===== config.mk =====
export PLATFORM = sky130hd
export DESIGN_NAME = muldiv_ctrl_flat
export DESIGN_NICKNAME = d
export VERILOG_FILES = /design/src/rtl/muldiv_ctrl_pkg.sv /design/src/rtl/muldiv_ctrl_if.sv /design/src/rtl/muldiv_ctrl_iter.sv /design/src/rtl/muldiv_ctrl.sv /design/src/flat_wrapper.sv
export SDC_FILE = /design/constraint.sdc
export NUM_CORES = 1
export LEC_CHECK = 0
export CAP_MARGIN = 25
export CORE_UTILIZATION = 48
export CTS_BUF_LIST = sky130_fd_sc_hd__clkbuf_16
export CTS_CLUSTER_DIAMETER = 50
export CTS_CLUSTER_SIZE = 24
export DETAILED_ROUTE_END_ITERATION = 7
export PLACE_DENSITY = 0.79
export SLEW_MARGIN = 20
export SYNTH_ARGS = -nofsm -noshare
export SYNTH_HDL_FRONTEND = slang
export SYNTH_SLANG_ARGS = --single-unit

===== constraint.sdc =====
create_clock -name clock -period 2.1 [get_ports clock]
set_input_delay 0.63 -clock clock [delete_from_list [all_inputs] [get_ports clock]]
set_output_delay 0.63 -clock clock [all_outputs]
set_load 0.02 [all_outputs]

===== src/rtl/muldiv_ctrl_pkg.sv =====
// muldiv_ctrl_pkg -- shared constants for the MUL AB / DIV AB sequencer.
//   SFR_ACC / SFR_B       : SFR byte addresses of the ACC and B registers
//   MULDIV_OP_MUL / _DIV  : encodings of the op input
//   PART_W                : width of the shared partial-result register
//   state_t               : sequencer states
package muldiv_ctrl_pkg;

    localparam logic [7:0] SFR_ACC = 8'hE0;
    localparam logic [7:0] SFR_B   = 8'hF0;

    localparam logic MULDIV_OP_MUL = 1'b0;
    localparam logic MULDIV_OP_DIV = 1'b1;

    // {9-bit high half, 8-bit low half}: product/multiplier for MUL,
    // partial remainder/quotient for DIV.
    localparam int PART_W = 17;

    typedef enum logic [2:0] {
        S_IDLE,
        S_CALC,
        S_WR_A,
        S_WR_B,
        S_DONE
    } state_t;

endpackage


===== src/rtl/muldiv_ctrl_if.sv =====
// muldiv_ctrl_if -- SFR write port shared between the core and the sequencer.
//   sfr_req  : write request, held until acknowledged
//   sfr_ack  : port granted; the write happens in a cycle with req & ack
//   sfr_addr : SFR byte address
//   sfr_data : write data
// master = requester (muldiv_ctrl), slave = SFR port arbiter.
interface muldiv_ctrl_if;
    logic       sfr_req;
    logic       sfr_ack;
    logic [7:0] sfr_addr;
    logic [7:0] sfr_data;

    modport master (output sfr_req, output sfr_addr, output sfr_data, input sfr_ack);
    modport slave  (input sfr_req, input sfr_addr, input sfr_data, output sfr_ack);
endinterface


===== src/rtl/muldiv_ctrl_iter.sv =====
// muldiv_iter -- one combinational iteration of shift-add multiply or
// restoring divide on the shared 17-bit partial register.
//   op       : MULDIV_OP_MUL or MULDIV_OP_DIV
//   part     : current partial result
//   opnd     : multiplicand (MUL) or divisor (DIV)
//   part_nxt : partial result after this iteration
// The divide step is only built when MULDIV_DIV_EN is defined.
module muldiv_iter
    import muldiv_ctrl_pkg::*;
(
    input  logic              op,
    input  logic [PART_W-1:0] part,
    input  logic [7:0]        opnd,
    output logic [PART_W-1:0] part_nxt
);

    logic [8:0] sum;
    logic [PART_W-1:0] mul_nxt;

    // MUL: high half accumulates the multiplicand when the multiplier LSB
    // (part[0]) is set, then the whole register shifts right one place.
    // After 8 steps part[15:0] holds the product.
    always_comb begin
        sum     = part[16:8] + {1'b0, opnd & {8{part[0]}}};
        mul_nxt = {1'b0, sum, part[7:1]};
    end

`ifdef MULDIV_DIV_EN
    logic [8:0] shl;
    logic [8:0] diff;
    logic       fits;
    logic [PART_W-1:0] div_nxt;

    // DIV: remainder shifts in the next dividend bit from the top of the
    // low half; quotient bits shift in at the bottom. The remainder stays
    // below the divisor, so R<<1 always fits in 9 bits.
    always_comb begin
        shl     = {part[15:8], part[7]};
        diff    = shl - {1'b0, opnd};
        fits    = (shl >= {1'b0, opnd});
        div_nxt = {(fits ? diff : shl), part[6:0], fits};
    end

    assign part_nxt = (op == MULDIV_OP_DIV) ? div_nxt : mul_nxt;
`else
    logic unused_op;
    assign unused_op = op;
    assign part_nxt  = mul_nxt;
`endif

endmodule


===== src/rtl/muldiv_ctrl.sv =====
// muldiv_ctrl -- multi-cycle sequencer for 8051 MUL AB / DIV AB.
//   clock, reset : clock, asynchronous active-high reset
//   start, op    : one-cycle request (sampled in IDLE), 0 = MUL, 1 = DIV
//   a_in, b_in   : ACC and B operands
//   busy, done   : busy outside IDLE, one-cycle completion pulse
//   ov, cy       : PSW flags, held until the next accepted start
//   sfr          : SFR write port (master side); A is written, then B
// Build option: MULDIV_DIV_EN compiles in the divider. Without it every
// DIV request completes like a divide by zero (ov = 1, no writes).
module muldiv_ctrl
    import muldiv_ctrl_pkg::*;
(
    input  logic          clock,
    input  logic          reset,
    input  logic          start,
    input  logic          op,
    input  logic [7:0]    a_in,
    input  logic [7:0]    b_in,
    output logic          busy,
    output logic          done,
    output logic          ov,
    output logic          cy,
    muldiv_ctrl_if.master sfr
);

    state_t            state_q, state_d;
    logic              op_q, op_d;
    logic [7:0]        opnd_q, opnd_d;
    logic [PART_W-1:0] part_q, part_d;
    logic [PART_W-1:0] part_nxt;
    logic [2:0]        cnt_q, cnt_d;
    logic              ov_q, ov_d;
    logic              cy_q, cy_d;
    logic              req_q, req_d;
    logic [7:0]        addr_q, addr_d;
    logic [7:0]        data_q, data_d;
    logic              div_reject;

`ifdef MULDIV_DIV_EN
    assign div_reject = (op == MULDIV_OP_DIV) && (b_in == 8'h00);
`else
    assign div_reject = (op == MULDIV_OP_DIV);
`endif

    muldiv_iter u_iter (
        .op       (op_q),
        .part     (part_q),
        .opnd     (opnd_q),
        .part_nxt (part_nxt)
    );

    always_ff @(posedge clock or posedge reset) begin
        if (reset) begin
            state_q <= S_IDLE;
            op_q    <= MULDIV_OP_MUL;
            opnd_q  <= '0;
            part_q  <= '0;
            cnt_q   <= '0;
            ov_q    <= 1'b0;
            cy_q    <= 1'b0;
            req_q   <= 1'b0;
            addr_q  <= '0;
            data_q  <= '0;
        end else begin
            state_q <= state_d;
            op_q    <= op_d;
            opnd_q  <= opnd_d;
            part_q  <= part_d;
            cnt_q   <= cnt_d;
            ov_q    <= ov_d;
            cy_q    <= cy_d;
            req_q   <= req_d;
            addr_q  <= addr_d;
            data_q  <= data_d;
        end
    end

    always_comb begin
        state_d = state_q;
        op_d    = op_q;
        opnd_d  = opnd_q;
        part_d  = part_q;
        cnt_d   = cnt_q;
        ov_d    = ov_q;
        cy_d    = cy_q;
        req_d   = req_q;
        addr_d  = addr_q;
        data_d  = data_q;
        case (state_q)
            S_IDLE: begin
                if (start) begin
                    op_d  = op;
                    cnt_d = '0;
                    ov_d  = 1'b0;
                    cy_d  = 1'b0;
                    // Low half seeds with the operand consumed bit by bit.
                    if (op == MULDIV_OP_DIV) begin
                        part_d = {{(PART_W-8){1'b0}}, a_in};
                        opnd_d = b_in;
                    end else begin
                        part_d = {{(PART_W-8){1'b0}}, b_in};
                        opnd_d = a_in;
                    end
                    if (div_reject) begin
                        ov_d    = 1'b1;
                        state_d = S_DONE;
                    end else begin
                        state_d = S_CALC;
                    end
                end
            end
            S_CALC: begin
                part_d = part_nxt;
                cnt_d  = cnt_q + 3'd1;
                // Last step: load the A write directly from the final
                // iteration so req is registered high in the first WR_A cycle.
                if (cnt_q == 3'd7) begin
                    state_d = S_WR_A;
                    req_d   = 1'b1;
                    addr_d  = SFR_ACC;
                    data_d  = part_nxt[7:0];
                    ov_d    = (op_q == MULDIV_OP_MUL) && (part_nxt[15:8] != 8'h00);
                end
            end
            S_WR_A: begin
                if (sfr.sfr_ack) begin
                    state_d = S_WR_B;
                    addr_d  = SFR_B;
                    data_d  = part_q[15:8];
                end
            end
            S_WR_B: begin
                if (sfr.sfr_ack) begin
                    state_d = S_DONE;
                    req_d   = 1'b0;
                end
            end
            S_DONE:  state_d = S_IDLE;
            default: state_d = S_IDLE;
        endcase
    end

    assign busy         = (state_q != S_IDLE);
    assign done         = (state_q == S_DONE);
    assign ov           = ov_q;
    assign cy           = cy_q;
    assign sfr.sfr_req  = req_q;
    assign sfr.sfr_addr = addr_q;
    assign sfr.sfr_data = data_q;

endmodule


===== src/flat_wrapper.sv =====
// flat-port wrapper written by rule: the top's interface ports become plain ports
module muldiv_ctrl_flat import muldiv_ctrl_pkg::*;
  (clock, reset, start, op, a_in, b_in, busy, done, ov, cy, sfr_sfr_req, sfr_sfr_addr, sfr_sfr_data, sfr_sfr_ack);
  muldiv_ctrl_if sfr_i ();
  input  logic clock;
  input  logic reset;
  input  logic start;
  input  logic op;
  input  logic [7:0] a_in;
  input  logic [7:0] b_in;
  output logic busy;
  output logic done;
  output logic ov;
  output logic cy;
  output wire logic [$bits(sfr_i.sfr_req)-1:0] sfr_sfr_req;
  output wire logic [$bits(sfr_i.sfr_addr)-1:0] sfr_sfr_addr;
  output wire logic [$bits(sfr_i.sfr_data)-1:0] sfr_sfr_data;
  input wire logic [$bits(sfr_i.sfr_ack)-1:0] sfr_sfr_ack;
  assign sfr_sfr_req = sfr_i.sfr_req;
  assign sfr_sfr_addr = sfr_i.sfr_addr;
  assign sfr_sfr_data = sfr_i.sfr_data;
  assign sfr_i.sfr_ack = sfr_sfr_ack;
  muldiv_ctrl u_core (.clock(clock), .reset(reset), .start(start), .op(op), .a_in(a_in), .b_in(b_in), .busy(busy), .done(done), .ov(ov), .cy(cy), .sfr(sfr_i));
endmodule

# Word level (Yosys, flattened, before mapping)

Index checks and enable logic that the tools add are counted.
W data, S select, Z words.

Flip-flop bits (word level): 50
Output and inout port bits: 21
Logic and storage cells: 60

$add $sub $neg: 2
Equal/unequal tests: 9
Multiplexer cells: 25
Bitwise logic cells: 2
Reductions and logical operators: 13

Operator list:

| kind                  | count |
|---|---|
| $mux W8               | 6 |
| $pmux W17 S2          | 1 |
| $pmux W8 S2           | 2 |
| $mux W3               | 6 |
| $mux W17              | 1 |
| $pmux W3 S4           | 1 |
| $add A9 B8 Y9         | 1 |
| $reduce_and A3 Y1     | 3 |
| $and A8 B8 Y8         | 1 |
| $reduce_bool A8 Y1    | 1 |
| $eq A3 B2 Y1 const B  | 2 |
| $eq A3 B3 Y1 const B  | 2 |
| $ne A2 B2 Y1 const B  | 3 |
| $pmux W3 S2           | 1 |
| $reduce_bool A2 Y1    | 3 |
| $mux W1               | 5 |
| $pmux W1 S2           | 2 |
| $reduce_and A2 Y1     | 2 |
| $reduce_and A4 Y1     | 1 |
| $add A3 B1 Y3 const B | 1 |
| $eq A3 B1 Y1 const B  | 1 |
| $logic_not A3 Y1      | 1 |
| $reduce_bool A3 Y1    | 1 |
| $ne A2 B1 Y1 const B  | 1 |
| 2 further kinds       | 2 |

# Longest topological paths before layout

Gate-level depths: netlist of the first run.

Word-level depth: 6
Depth in mapped cells: 8

# Hierarchy

A second synthesis of the first run with hierarchy kept.

Cell total of the unflattened synthesis: 247
Area total of the unflattened synthesis: 2,698.8 sq um

By module, submodules not included:

| module      | instances | cells an instance | area each (sq um) | sequential area each (sq um) |
|---|---|---|---|---|
| muldiv_ctrl | 1         | 190               | 2,249.7           | 1,101.1 |
| muldiv_iter | 1         | 57                | 449.2             | 0.0 |

# Worst setup path after synthesis of the first run

Ideal clock, no wire load.

Path type: reg-to-reg
From: register u_core.part_q[0]
To: register u_core.ov_q, in the netlist u_core.ov
Data arrival time: 2.078 ns
Setup slack: -0.118 ns
Stages on the path, launching flop included: 9
Cells stage by stage: dfrtp_1 > and2_1 > ha_1 > fa_1 > a21o_1 > a221oi_2 > xnor2_1 > and4b_1 > a41oi_1

Cells in the longest elaborated chain, start to end: 6

Ends and longest elaborated chain:

| what                   | line                   | RTL |
|---|---|---|
| from (decl)            | muldiv_ctrl.sv:29      | `logic [PART_W-1:0] part_q, part_d;` |
| from (signal assigned) | muldiv_ctrl.sv:68      | `part_q <= part_d;` |
| $and A8 B8 Y8          | muldiv_ctrl_iter.sv:24 | `sum = part[16:8] + {1'b0, opnd & {8{part[0]}}};` |
| $add A9 B8 Y9          | muldiv_ctrl_iter.sv:24 |  |
| $reduce_bool A8 Y1     | muldiv_ctrl.sv:122     | `ov_d = (op_q == MULDIV_OP_MUL) && (part_nxt[15:8] != 8'h00);` |
| $logic_and A1 B1 Y1    | muldiv_ctrl.sv:122     |  |
| $mux W1                | muldiv_ctrl.sv:117     | `if (cnt_q == 3'd7) begin` |
| $pmux W1 S2            | muldiv_ctrl.sv:89      | `case (state_q)` |
| to (signal assigned)   | muldiv_ctrl.sv:70      | `ov_q <= ov_d;` |
| to (decl)              | muldiv_ctrl.sv:32      | `logic ov_q, ov_d;` |

Every way passes these cells. The select of a mux whose other input is x is not followed.
A chain may end at the register's enable or synchronous reset.

# Final worst setup path of the first run

Ends and elaborated chain as after synthesis.

==> tab_implementation.tex, run 1 <==
\begin{tabular}{lr}
\hline
Metric & Value \\
\hline
\multicolumn{2}{l}{\textbf{Synthesis}} \\
\quad Compound-cell area share of the yosys netlist & between 10\% and 20\% \\
\quad Register area share after synthesis & a little over two fifths \\
\quad Number of warnings issued by yosys & 0 \\
\quad Post-synthesis share of cell area spent on xor and xnor gates & under 10\% \\
\quad Seq cells post-synth & 43 \\
\quad Most area-consuming cells after synthesis & sky130\_fd\_sc\_hd\_\_dfrtp\_1 43\%, sky130\_fd\_sc\_hd\_\_mux2i\_1 10\%, sky130\_fd\_sc\_hd\_\_o21ai\_0 6.8\% \\
\quad Top cell type's share of synthesized area & between 40\% and 50\% \\
\quad Number of synthesized flops with an enable pin & 0 \\
\quad Synthesized instance count & 268 \\
\quad Count leader, synth & sky130\_fd\_sc\_hd\_\_dfrtp\_1 \\
\quad Count of cell types in the netlist & 37 \\
\quad Fraction of synthesized area in multiplexers & a little over a tenth \\
\quad Arithmetic-cell share of the synthesized area counting full adders, half adders and majority gates & 5.82\% \\
\quad Share of synthesized cell area in and, or, nand and nor gates & 16.6\% \\
\quad Main combinational cell family by area after synthesis & simple AND/OR/NAND/NOR gates \\
\quad Avg Cell Area, Syn & about 9.3 sq um \\
\quad Post-Syn Area & 0.00249 sq mm \\
\quad Async set-or-reset flop fraction in the synthesized netlist & 100\% \\
\quad Area leader, netlist & sky130\_fd\_sc\_hd\_\_dfrtp\_1 \\
\quad Most frequent cells after synthesis & 43 x sky130\_fd\_sc\_hd\_\_dfrtp\_1, 38 x sky130\_fd\_sc\_hd\_\_nand2\_1, 34 x sky130\_fd\_sc\_hd\_\_o21ai\_0 \\
\quad Most used flip-flop cell after synthesis & sky130\_fd\_sc\_hd\_\_dfrtp\_1 \\
\multicolumn{2}{l}{\textbf{Worst setup path}} \\
\quad Crit path launch type & flop \\
\quad Critical Path Sink Type & flop \\
\quad WS Path Type & flop to flop \\
\quad Beginning of the critical path & u\_core.part\_q[0]\$\_DFFE\_PP0P\_ \\
\quad Maximum cell stage delay along the critical path & $\sim$0.40 ns \\
\quad Worst Path Max Fanout & 3 \\
\quad CP max-delay cell & sky130\_fd\_sc\_hd\_\_dfrtp\_1 \\
\quad Critical Path, Cell by Cell & and2\_4 > ha\_4 > fa\_2 > a21o\_1 > a221oi\_2 > xnor2\_1 > and4b\_1 > a41oi\_1 \\
\quad Required time at the endpoint of the critical path & 2.25 ns \\
\quad Worst endpoint data arrival time & 2.33 ns \\
\quad Worst reg2reg path startpoint & u\_core.part\_q[0]\$\_DFFE\_PP0P\_ \\
\multicolumn{2}{l}{\textbf{STA}} \\
\quad Number of hold violations in the final report & 0 \\
\quad Worst hold margin & roughly 0.47 ns \\
\quad Unrepaired setup endpoints after global routing & true \\
\quad Final setup violation count & 1 \\
\quad Final number of max-transition violations & 0 \\
\quad Fin crit period & 2.18 ns \\
\quad Worst slew slack as a fraction of its limit & 62.0\% \\
\quad Sum of negative setup slack & -0.0816 ns \\
\quad Maximum clock rate & 458 MHz \\
\quad Fin crit share & 104\% \\
\quad Setup ws final & -0.0816 ns \\
\quad Worst slew pin tran & 0.568 ns \\
\quad Worst Skew & 0.00539 ns \\
\multicolumn{2}{l}{\textbf{Clock network}} \\
\quad H-tree Lvls & 2 \\
\quad Clock root cell & sky130\_fd\_sc\_hd\_\_clkbuf\_16 \\
\quad Latest clock arrival within the worst-skew pair & about 0.28 ns \\
\quad Clock Sink Count & 43 \\
\quad Buffer depth of the longest clock path & 2 \\
\quad Clock buffers created by TritonCTS & 5 \\
\quad Post-CTS repair timing setup buffer count & 0 \\
\quad Hold\_buf cts & 0 \\
\quad Clock transition at the registers of the reported paths & around 0.060 ns \\
\quad CTS tree & yes \\
\multicolumn{2}{l}{\textbf{Floorplanning}} \\
\quad Effective utilization at floorplan & around half \\
\quad Count of standard-cell rows & 25 \\
\quad Vertical extent of the die & 74.1 um \\
\quad Total Die Area & 0.00549 sq mm \\
\quad Total core area & 0.00485 sq mm \\
\quad Top-level port count & 42 \\
\quad Horizontal extent of the die & 74.1 um \\
\multicolumn{2}{l}{\textbf{Final layout}} \\
\quad Share of post-route cells with drive strength above 1 & between 10\% and 20\% \\
\quad Layout-stage area growth over the synthesis result & 30.0\% \\
\quad Final \#Nets & 345 \\
\quad Post-Layout Cell Count & 381 \\
\quad N\_diodes & 0 \\
\multicolumn{2}{l}{\textbf{GRT}} \\
\quad Antenna violations before repair & 0 \\
\quad Wire length of the first global-routing pass & 9.21 mm \\
\quad Gr usage total & between 20 and 25\% \\
\quad Aggregate global routing overflow & 0 \\
\quad Vias in the first global route & 1976 \\
\quad Maximum number of pins on one net before global-route repair & 44 \\
\multicolumn{2}{l}{\textbf{Routing}} \\
\quad DRC marker count from the first detailed-route iteration & 173 \\
\quad First-pass DRT Iterations & 4 \\
\quad Routed via count & 2065 \\
\quad DRC Markers & 0 \\
\quad Per-cell routed wire length & approximately 15 um \\
\quad Wire length after detailed routing & 5.62 mm \\
\quad Via density per instance & 5.42 \\
\quad Post-DRT Antenna Nets & 0 \\
\multicolumn{2}{l}{\textbf{Placed design}} \\
\quad Number of buffers inserted by port buffering & 36 \\
\quad Setup Slack @ Placement & -0.185 ns \\
\quad Half-perimeter wire length after placement & 4.10 mm \\
\quad Count of placed standard cells including taps & between 300 and 400 \\
\quad Routability congestion estimate from global placement & 0.836 \\
\multicolumn{2}{l}{\textbf{Min path}} \\
\quad Worst hold-check path type & flop to flop \\
\quad HP Start & u\_core.sfr.sfr\_data[4]\$\_DFFE\_PP0P\_ \\
\multicolumn{2}{l}{\textbf{Power}} \\
\quad Static leakage & around 1.5 nW \\
\quad Max IR drop VDD & 0.000755 V \\
\quad Share of total power in combinational logic & 52.9\% \\
\quad Switching part of the total power & 40.5\% \\
\quad Flop pwr share & 31.5\% \\
\quad Part of the power in the clock network & 15.6\% \\
\quad Total power per unit cell area & 1430 mW/mm\^{}2 \\
\quad Switching pwr & 1.88 mW \\
\quad Internal Dissipation & 2.75 mW \\
\quad Total power draw & 4.63 mW \\
\multicolumn{2}{l}{\textbf{Status}} \\
\quad Violated checks & setup timing \\
\quad Run status & finished, violations left \\
\multicolumn{2}{l}{\textbf{Flow run}} \\
\quad \# Max-Cap Violations & 0 \\
\hline
\end{tabular}
==> metrics by stage <==
| step | cell area [sq um] | util [%] |
|---|---|---|
| 2_1_floorplan | 2510 | - |
| 3_3_place_gp | 3020 | 62.3 |
| 3_5_place_dp | 3020 | 62.3 |
| 4_1_cts | 3170 | 65.3 |
| 5_1_grt | 3240 | 66.9 |
| 6_report | 3240 | 66.9 |
==> cells by family (layout without fill, tap and decap cells) <==
family | Yosys count | count (layout)
other cells | 1 | 5
fa+ha+maj | 11 | 11
flops | 43 | 43
mux | 27 | 27
compound gates | 68 | 68
simple gates | 85 | 85
xor+xnor | 5 | 5
buf+inv | 28 | 70
==> flip-flops by register name (all words and copies together), names as in the netlist <==
signal / flops
u_core.part_q: 16
u_core.opnd_q: 8
u_core.op_q: 1
u_core.ov: 1
u_core.cnt_q: 3
u_core.state_q: 3
u_core.sfr.sfr_data: 8
u_core.sfr.sfr_addr: 2
u_core.sfr.sfr_req: 1
==> placed cells by master (no fill, tap or decap), types with 2 or more instances in the layout <==
cell type and instances:
sky130_fd_sc_hd__nand2_1 38, sky130_fd_sc_hd__a211oi_1 2, sky130_fd_sc_hd__o21ai_0 31, sky130_fd_sc_hd__xnor2_1 3, sky130_fd_sc_hd__a21oi_2 2, sky130_fd_sc_hd__dlygate4sd2_1 2, sky130_fd_sc_hd__ha_4 3, sky130_fd_sc_hd__inv_1 9
sky130_fd_sc_hd__and2_4 2, sky130_fd_sc_hd__clkbuf_16 5, sky130_fd_sc_hd__o21bai_1 2, sky130_fd_sc_hd__dfrtp_1 43, sky130_fd_sc_hd__o21ai_1 4, sky130_fd_sc_hd__buf_12 3, sky130_fd_sc_hd__clkdlybuf4s50_1 34, sky130_fd_sc_hd__and2_1 6
sky130_fd_sc_hd__a21oi_1 17, sky130_fd_sc_hd__nor2b_1 2, sky130_fd_sc_hd__conb_1 5, sky130_fd_sc_hd__a21o_1 2, sky130_fd_sc_hd__nor3_1 6, sky130_fd_sc_hd__xor2_1 2, sky130_fd_sc_hd__nand3_1 12, sky130_fd_sc_hd__nor2_1 12
sky130_fd_sc_hd__buf_4 15, sky130_fd_sc_hd__mux2i_1 26, sky130_fd_sc_hd__ha_1 7
==> critical path: cells and delay by family (launching register included) <==
kind / cells / cell delay (ns)
XOR/XNOR: 1 / 0.17
AO/OA/AOI/OAI: 3 / 0.63
AND/OR/NAND/NOR: 2 / 0.37
flip-flops: 1 / 0.40
adder cells (fa/ha/maj): 2 / 0.50
==> per-layer routing <==
layer  vias to the layer above  routed length [um]  global-route usage [%]
li1                       1019                   -                       -
met3                         9                 218                    4.07
met4                         0                  82                    6.41
met5                         -                   0                       0
met1                       993                2530                    28.6
met2                        44                2780                    38.4
==> final timing paths <==
| check | cells after the start | to | slack (ns) |
|---|---|---|---|
| max | 8 | u_core.ov$_DFFE_PP0P_ | -0.08 |
| min | 2 | u_core.sfr.sfr_data[4]$_DFFE_PP0P_ | 0.47 |
| max reg2reg | 8 | u_core.ov$_DFFE_PP0P_ | -0.08 |
| min reg2reg | 2 | u_core.sfr.sfr_data[4]$_DFFE_PP0P_ | 0.47 |
| max in group asynchronous | 3 | u_core.opnd_q[3]$_DFFE_PP0P_ | 1.18 |
| min in group asynchronous | 3 | u_core.part_q[1]$_DFFE_PP0P_ | 0.73 |
==> layout make-up <==
type                            count  area [sq um]
Fill cell                         387          1600
Clock buffer                        5           125
Sequential cell                    43          1080
Tap cell                           67          83.8
Inverter                            7          26.3
Multi-Input combinational cell    201          1380
Timing Repair Buffer               55           542
Clock inverter                      3          12.5
==> what timing repair did <==
item / in CTS / in global routing
gates resized for setup: 6 / 14
endpoints found under the setup margin: 5 / 4
pin swaps: 1 / 10
==> power groups by stage <==
stage	logic [mW]	registers [mW]	clock network [mW]
finish	2.45	1.46	0.722
global route	2.73	1.49	0.760
CTS	2.26	1.44	0.728
detailed placement	2.24	1.46	0
global placement	2.16	1.44	0
floorplan	1.39	1.50	0
No activity file was read; power rests on OpenSTA's default activity.
==> run 2: changes to the inputs <==
CORE_UTILIZATION = 45   (was 48)
PLACE_DENSITY = 0.75   (was 0.79)
==> tab_implementation.tex, run 2 (synthesis gave the netlist of run 1 again) <==
\begin{tabular}{lr}
\hline
Metric & Value \\
\hline
\multicolumn{2}{l}{\textbf{Status}} \\
\quad Run status & finished, violations left \\
\quad Violated checks & setup timing \\
\multicolumn{2}{l}{\textbf{GRT}} \\
\quad Wire length of the first global-routing pass & 9.58 mm \\
\quad Maximum number of pins on one net before global-route repair & 44 \\
\quad Antenna violations before repair & 0 \\
\quad Vias in the first global route & 1965 \\
\quad Gr usage total & a little over a fifth \\
\quad Aggregate global routing overflow & 0 \\
\multicolumn{2}{l}{\textbf{Floorplanning}} \\
\quad Top-level port count & 42 \\
\quad Horizontal extent of the die & 76.5 um \\
\quad Vertical extent of the die & roughly 76 um \\
\quad Total Die Area & about 0.0058 sq mm \\
\quad Count of standard-cell rows & 26 \\
\quad Total core area & 0.00524 sq mm \\
\quad Effective utilization at floorplan & 47.6\% \\
\multicolumn{2}{l}{\textbf{STA}} \\
\quad Final number of max-transition violations & 0 \\
\quad Number of hold violations in the final report & 0 \\
\quad Fin crit share & 106\% \\
\quad Worst Skew & 0.00486 ns \\
\quad Fin crit period & about 2.2 ns \\
\quad Worst slew slack as a fraction of its limit & 58.6\% \\
\quad Setup ws final & -0.131 ns \\
\quad Final setup violation count & 3 \\
\quad Worst slew pin tran & 0.619 ns \\
\quad Worst hold margin & 0.481 ns \\
\quad Maximum clock rate & 448 MHz \\
\quad Unrepaired setup endpoints after global routing & true \\
\multicolumn{2}{l}{\textbf{Routing}} \\
\quad Met2 routed WL & about 2.8 mm \\
\quad Post-DRT Antenna Nets & 0 \\
\quad Length of routed met3 wiring & about 210 um \\
\quad DRC marker count from the first detailed-route iteration & 161 \\
\quad Via density per instance & 5.36 \\
\quad DRC Markers & 0 \\
\quad First-pass DRT Iterations & 4 \\
\quad Wire length after detailed routing & between 5 and 6 mm \\
\quad Routed via count & 2079 \\
\quad Uppermost metal layer occupied by signal nets & met4 \\
\quad Per-cell routed wire length & 15.2 um \\
\quad Wire length on met1 & 2.68 mm \\
\multicolumn{2}{l}{\textbf{Clock network}} \\
\quad Clock root cell & sky130\_fd\_sc\_hd\_\_clkbuf\_16 \\
\quad Clock Sink Count & 43 \\
\quad CTS tree & yes \\
\quad H-tree Lvls & 2 \\
\quad Clock buffers created by TritonCTS & 5 \\
\quad Latest clock arrival within the worst-skew pair & 0.29 ns \\
\quad Buffer depth of the longest clock path & 2 \\
\quad Clock transition at the registers of the reported paths & 0.06 ns \\
\multicolumn{2}{l}{\textbf{Placed design}} \\
\quad Number of buffers inserted by port buffering & 36 \\
\quad Count of placed standard cells including taps & 376 \\
\quad Routability congestion estimate from global placement & around 0.85 \\
\quad Half-perimeter wire length after placement & 4.09 mm \\
\multicolumn{2}{l}{\textbf{Worst setup path}} \\
\quad Crit path launch type & flop \\
\quad Critical Path Sink Type & flop \\
\quad Setup slack on the worst flop-to-flop path & -0.13 ns \\
\quad Worst Path Max Fanout & 4 \\
\quad Worst R2R Path Depth & 8 \\
\quad Worst endpoint data arrival time & between 2 and 2.5 ns \\
\quad Reg2reg end & u\_core.ov\$\_DFFE\_PP0P\_ \\
\quad Worst reg2reg path startpoint & u\_core.part\_q[0]\$\_DFFE\_PP0P\_ \\
\quad WS Path Type & flop to flop \\
\quad Required time at the endpoint of the critical path & 2.25 ns \\
\multicolumn{2}{l}{\textbf{Final layout}} \\
\quad Top reg by flops & u\_core.part\_q \\
\quad N\_diodes & 0 \\
\quad Number of flip-flops in the largest register & 16 \\
\quad Filler cell count in the final layout & between 400 and 500 \\
\quad Final \#Nets & 349 \\
\quad Commonest non-fill, non-tap cell in the layout & sky130\_fd\_sc\_hd\_\_dfrtp\_1 \\
\quad Post-Layout Cell Count & about 390 \\
\quad Layout-stage area growth over the synthesis result & 32.8\% \\
\quad Commonest non-fill, non-tap cells in the layout & 43 x sky130\_fd\_sc\_hd\_\_dfrtp\_1, 38 x sky130\_fd\_sc\_hd\_\_nand2\_1, 34 x sky130\_fd\_sc\_hd\_\_clkdlybuf4s50\_1, 31 x sky130\_fd\_sc\_hd\_\_o21ai\_0, 26 x sky130\_fd\_sc\_hd\_\_mux2i\_1 \\
\quad Share of post-route cells with drive strength above 1 & 15.7\% \\
\multicolumn{2}{l}{\textbf{Power}} \\
\quad Total power per unit cell area & 1490 mW/mm\^{}2 \\
\quad Static leakage & 1.48 nW \\
\quad Max IR drop VDD & 0.000727 V \\
\multicolumn{2}{l}{\textbf{Min path}} \\
\quad WHS Path Cells & 2 \\
\quad HP Start & u\_core.sfr.sfr\_data[5]\$\_DFFE\_PP0P\_ \\
\quad Worst hold-check path type & flop to flop \\
\quad Sink of the worst hold path & u\_core.sfr.sfr\_data[5]\$\_DFFE\_PP0P\_ \\
\multicolumn{2}{l}{\textbf{Flow run}} \\
\quad \# Max-Cap Violations & 0 \\
\hline
\end{tabular}
-- run 2: changes by cell type in the layout (fill, tap and decap cells not counted), sizes merged --
cell / change
bufinv: +1
clkinv: +1
inv: -2
buf: +4
-- run 2: final cells by class --
type                       count  area [sq um]  share of cell area, %
multi-input combinational    201          1380                   41.8
sequential                    43          1080                   32.5
timing repair buffer          59           572                   17.3
clock buffer                   5           125                   3.78
tap                           70          87.6                   2.64
clock inverter                 3          43.8                   1.32
inverter                       7          26.3                  0.793
-- run 2: metrics by stage --
stage               TNS (ns)  total power [mW]  cell area (sq um)  util, %  worst slack (ns)
floorplan                  0              2.89               2510        -            0.0105
global placement    -0.00718              3.65               3020     57.7          -0.00718
detailed placement   -0.0993              3.70               3020     57.7           -0.0714
CTS                   -0.231              4.73               3230     61.6            -0.132
global route          -0.618              5.29               3310     63.3            -0.219
finish                -0.189              4.93               3310     63.3            -0.131
-- run 2: critical path, stage by stage (launching register included) --
cell and delay [ns]:
sky130_fd_sc_hd__dfrtp_1 0.41, sky130_fd_sc_hd__and2_4 0.16, sky130_fd_sc_hd__ha_4 0.16, sky130_fd_sc_hd__fa_2 0.36, sky130_fd_sc_hd__a21o_1 0.19, sky130_fd_sc_hd__a221oi_2 0.29, sky130_fd_sc_hd__xnor2_1 0.18, sky130_fd_sc_hd__and4b_1 0.23
sky130_fd_sc_hd__a41oi_1 0.11
-- run 2: how the worst max path moves through the flow --
stage                                       from                    end
floorplan           u_core.part_q[0]$_DFFE_PP0P_  u_core.ov$_DFFE_PP0P_
global placement    u_core.part_q[0]$_DFFE_PP0P_  u_core.ov$_DFFE_PP0P_
detailed placement  u_core.part_q[0]$_DFFE_PP0P_  u_core.ov$_DFFE_PP0P_
CTS                 u_core.part_q[0]$_DFFE_PP0P_  u_core.ov$_DFFE_PP0P_
global route        u_core.part_q[0]$_DFFE_PP0P_  u_core.ov$_DFFE_PP0P_
finish              u_core.part_q[0]$_DFFE_PP0P_  u_core.ov$_DFFE_PP0P_
-- run 2: power by group --
part	total, mW	leakage (nW)	switching [mW]	internal [mW]
combinational	2.58	0.882	1.35	1.23
clock	0.881	0.0838	0.321	0.560
sequential	1.47	0.514	0.276	1.19
total	4.93	1.48	1.95	2.98
-- run 2: timing repair --
item                                    4_1_cts  5_1_grt
endpoints found under the setup margin        6        6
buffers inserted                              3        3
gates resized for setup                       7       14
pin swaps                                     5        6
hold buffers                                  0        0
-- run 2: metal layers --
metal | GRT usage [%] | vias to the layer above
met2 | 33.3 | 39
met4 | 8.85 | 0
met1 | 28.3 | 1001
met5 | 0 | -
li1 | - | 1023
met3 | 4.07 | 16
==> run 3: changes to the inputs <==
CORE_ASPECT_RATIO = 0.8   (was unset)
CTS_CLUSTER_DIAMETER = unset   (was 50)
==> tab_implementation.tex, run 3 (synthesis gave the netlist of run 1 again) <==
\begin{tabular}{lr}
\hline
Metric & Value \\
\hline
\multicolumn{2}{l}{\textbf{Status}} \\
\quad Run status & finished, violations left \\
\quad Violated checks & setup timing \\
\multicolumn{2}{l}{\textbf{Worst setup path}} \\
\quad WS Path Type & flop to flop \\
\quad Maximum cell stage delay along the critical path & 0.40 ns \\
\quad Worst Path Max Fanout & 4 \\
\quad CP max-delay cell & sky130\_fd\_sc\_hd\_\_dfrtp\_1 \\
\quad Bufs and invs on worst path & 0 \\
\quad Critical Path, Cell by Cell & and2\_4 > ha\_4 > fa\_2 > a21o\_1 > a221oi\_2 > xnor2\_1 > and4b\_1 > a41oi\_1 \\
\quad Cell family with most CP delay & compound AO/OA/AOI/OAI gates \\
\quad Worst endpoint data arrival time & 2.32 ns \\
\quad Crit path launch type & flop \\
\quad Worst reg2reg path startpoint & u\_core.part\_q[0]\$\_DFFE\_PP0P\_ \\
\quad Beginning of the critical path & u\_core.part\_q[0]\$\_DFFE\_PP0P\_ \\
\quad Critical Path Sink Type & flop \\
\quad Required time at the endpoint of the critical path & 2.25 ns \\
\multicolumn{2}{l}{\textbf{Routing}} \\
\quad First-pass DRT Iterations & 4 \\
\quad Wire length after detailed routing & 5.36 mm \\
\quad Post-DRT Antenna Nets & 0 \\
\quad DRC Markers & 0 \\
\quad Via density per instance & 5.40 \\
\quad Routed via count & 2029 \\
\quad DRC marker count from the first detailed-route iteration & 120 \\
\quad Per-cell routed wire length & about 14 um \\
\multicolumn{2}{l}{\textbf{GRT}} \\
\quad GR met3 Demand/Resource & 3.93\% \\
\quad Vias in the first global route & 1906 \\
\quad Fraction of met1 tracks used by global routing & 26.1\% \\
\quad Gr usage total & 20.1\% \\
\quad Antenna violations before repair & 0 \\
\quad Aggregate global routing overflow & 0 \\
\quad Maximum number of pins on one net before global-route repair & 44 \\
\quad Met2 GRT Util & 34.3\% \\
\quad Global route hottest layer & met2 \\
\quad Wire length of the first global-routing pass & 8.91 mm \\
\multicolumn{2}{l}{\textbf{Final layout}} \\
\quad Area occupied by multi-input gates & about 0.0014 sq mm \\
\quad Filler cell count in the final layout & 440 \\
\quad Commonest non-fill, non-tap cell in the layout & sky130\_fd\_sc\_hd\_\_dfrtp\_1 \\
\quad Top reg by flops & u\_core.part\_q \\
\quad Sequential cell area & 0.00108 sq mm \\
\quad Number of flip-flops in the largest register & 16 \\
\quad Share of post-route cells with drive strength above 1 & 13.7\% \\
\quad Layout-stage area growth over the synthesis result & 28.9\% \\
\quad Commonest non-fill, non-tap cells in the layout & 43 x sky130\_fd\_sc\_hd\_\_dfrtp\_1, 38 x sky130\_fd\_sc\_hd\_\_nand2\_1, 34 x sky130\_fd\_sc\_hd\_\_clkdlybuf4s50\_1, 32 x sky130\_fd\_sc\_hd\_\_o21ai\_0, 26 x sky130\_fd\_sc\_hd\_\_mux2i\_1 \\
\quad Final non-filler cell area & roughly 0.0032 sq mm \\
\quad Final \#Nets & 345 \\
\quad N\_diodes & 0 \\
\multicolumn{2}{l}{\textbf{Floorplanning}} \\
\quad Effective utilization at floorplan & between 40\% and 50\% \\
\quad Total core area & 0.00518 sq mm \\
\quad Horizontal extent of the die & 85.3 um \\
\quad Count of standard-cell rows & 23 \\
\quad Vertical extent of the die & 68.6 um \\
\quad Top-level port count & 42 \\
\quad Total Die Area & 0.00585 sq mm \\
\multicolumn{2}{l}{\textbf{STA}} \\
\quad Worst slew slack as a fraction of its limit & 63.5\% \\
\quad Maximum clock rate & roughly 460 MHz \\
\quad Fin crit share & 104\% \\
\quad Worst Skew & 0.00703 ns \\
\quad Worst slew pin tran & 0.546 ns \\
\quad Fin crit period & approximately 2.2 ns \\
\quad Final number of max-transition violations & 0 \\
\quad Number of hold violations in the final report & 0 \\
\quad Final setup violation count & 1 \\
\quad Unrepaired setup endpoints after global routing & true \\
\quad Setup ws final & -0.0749 ns \\
\multicolumn{2}{l}{\textbf{Min path}} \\
\quad HP Start & u\_core.sfr.sfr\_data[6]\$\_DFFE\_PP0P\_ \\
\quad Worst hold-check path type & flop to flop \\
\multicolumn{2}{l}{\textbf{Placed design}} \\
\quad Number of buffers inserted by port buffering & 36 \\
\quad Post-placement cell area & roughly 0.003 sq mm \\
\quad Routability congestion estimate from global placement & 0.833 \\
\quad Half-perimeter wire length after placement & 3.97 mm \\
\multicolumn{2}{l}{\textbf{Clock network}} \\
\quad Buffer depth of the longest clock path & 2 \\
\quad CTS tree & yes \\
\quad Clock transition at the registers of the reported paths & 0.06 ns \\
\quad Clock Sink Count & 43 \\
\quad H-tree Lvls & 2 \\
\quad Latest clock arrival within the worst-skew pair & 0.28 ns \\
\quad Clock buffers created by TritonCTS & 5 \\
\quad Clock root cell & sky130\_fd\_sc\_hd\_\_clkbuf\_16 \\
\quad Hold\_buf cts & 0 \\
\multicolumn{2}{l}{\textbf{Power}} \\
\quad Total power per unit cell area & 1420 mW/mm\^{}2 \\
\quad Switching pwr & 1.84 mW \\
\quad Switching part of the total power & 40.3\% \\
\quad Share of total power in combinational logic & 51.9\% \\
\quad Internal Dissipation & 2.73 mW \\
\quad Static leakage & 1.44 nW \\
\quad Part of the power in the clock network & 16.3\% \\
\quad Max IR drop VDD & 0.000531 V \\
\quad Flop pwr share & between 30\% and 40\% \\
\quad Total power draw & 4.56 mW \\
\multicolumn{2}{l}{\textbf{Flow run}} \\
\quad \# Max-Cap Violations & 0 \\
\hline
\end{tabular}
-- run 3: changes by cell type in the layout (fill, tap and decap cells not counted), sizes merged --
cell      delta
buf          -4
bufinv       -1
clkinv       -1
clkinvlp     +1
inv          +1
-- run 3: stage by stage --
step	instances	utilization [%]	hold slack, ns	setup TNS [ns]	worst slack, ns
after floorplan	272	-	0.441	0	0.0105
after CTS	375	60.9	0.483	-0.117	-0.0788
after global placement	367	58.0	0.463	-0.0127	-0.0127
after global routing	376	62.1	0.491	-0.270	-0.164
final	376	62.1	0.478	-0.0749	-0.0749
after detailed placement	367	58.0	0.468	-0.196	-0.0769
-- run 3: repair_timing --
action,CTS,global route
resized for setup,5,11
pin swaps,1,5
setup endpoints to repair,6,5
setup buffers,0,1
-- run 3: worst paths after layout --
| path | endpoint | slack [ns] | cells past startpoint |
|---|---|---|---|
| worst max-delay path | u_core.ov$_DFFE_PP0P_ | -0.07 | 8 |
| worst min-delay path | u_core.sfr.sfr_data[6]$_DFFE_PP0P_ | 0.48 | 2 |
| worst max register to register | u_core.ov$_DFFE_PP0P_ | -0.07 | 8 |
| worst min register to register | u_core.sfr.sfr_data[6]$_DFFE_PP0P_ | 0.48 | 2 |
| max in group asynchronous | u_core.opnd_q[6]$_DFFE_PP0P_ | 1.20 | 3 |
| min in group asynchronous | u_core.part_q[3]$_DFFE_PP0P_ | 0.70 | 3 |
-- run 3: per-layer routing --
metal	vias to the layer above	share of wire, %	wire length, um
li1	1024	-	-
met2	49	47	2520
met3	2	5.2	277
met1	954	47	2540
met4	0	0.34	18
met5	-	0	0
-- run 3: cell type report --
class / count / area share [%]
inverter: 7 / 0.817
clock buffer: 5 / 3.89
multi-input combinational: 201 / 42.2
timing repair buffer: 55 / 16.7
sequential: 43 / 33.5
clock inverter: 3 / 0.506
tap: 62 / 2.41
-- run 3: power by group through the flow --
stage	registers, mW	logic (mW)	clock network [mW]
2_1_floorplan	1.50	1.39	0
5_1_grt	1.49	2.64	0.787
4_1_cts	1.44	2.24	0.757
6_report	1.45	2.37	0.744
3_3_place_gp	1.44	2.17	0
3_5_place_dp	1.45	2.23	0
-- run 3: worst reg2reg max path, delay by kind of cell, from the launching register on --
kind	cells	cell delay [ns]
AOI/OAI and AO/OA	3	0.59
xor gates and xnor gates	1	0.17
adders and majority gates	2	0.53
DFF	1	0.40
and+or+nand+nor	2	0.36
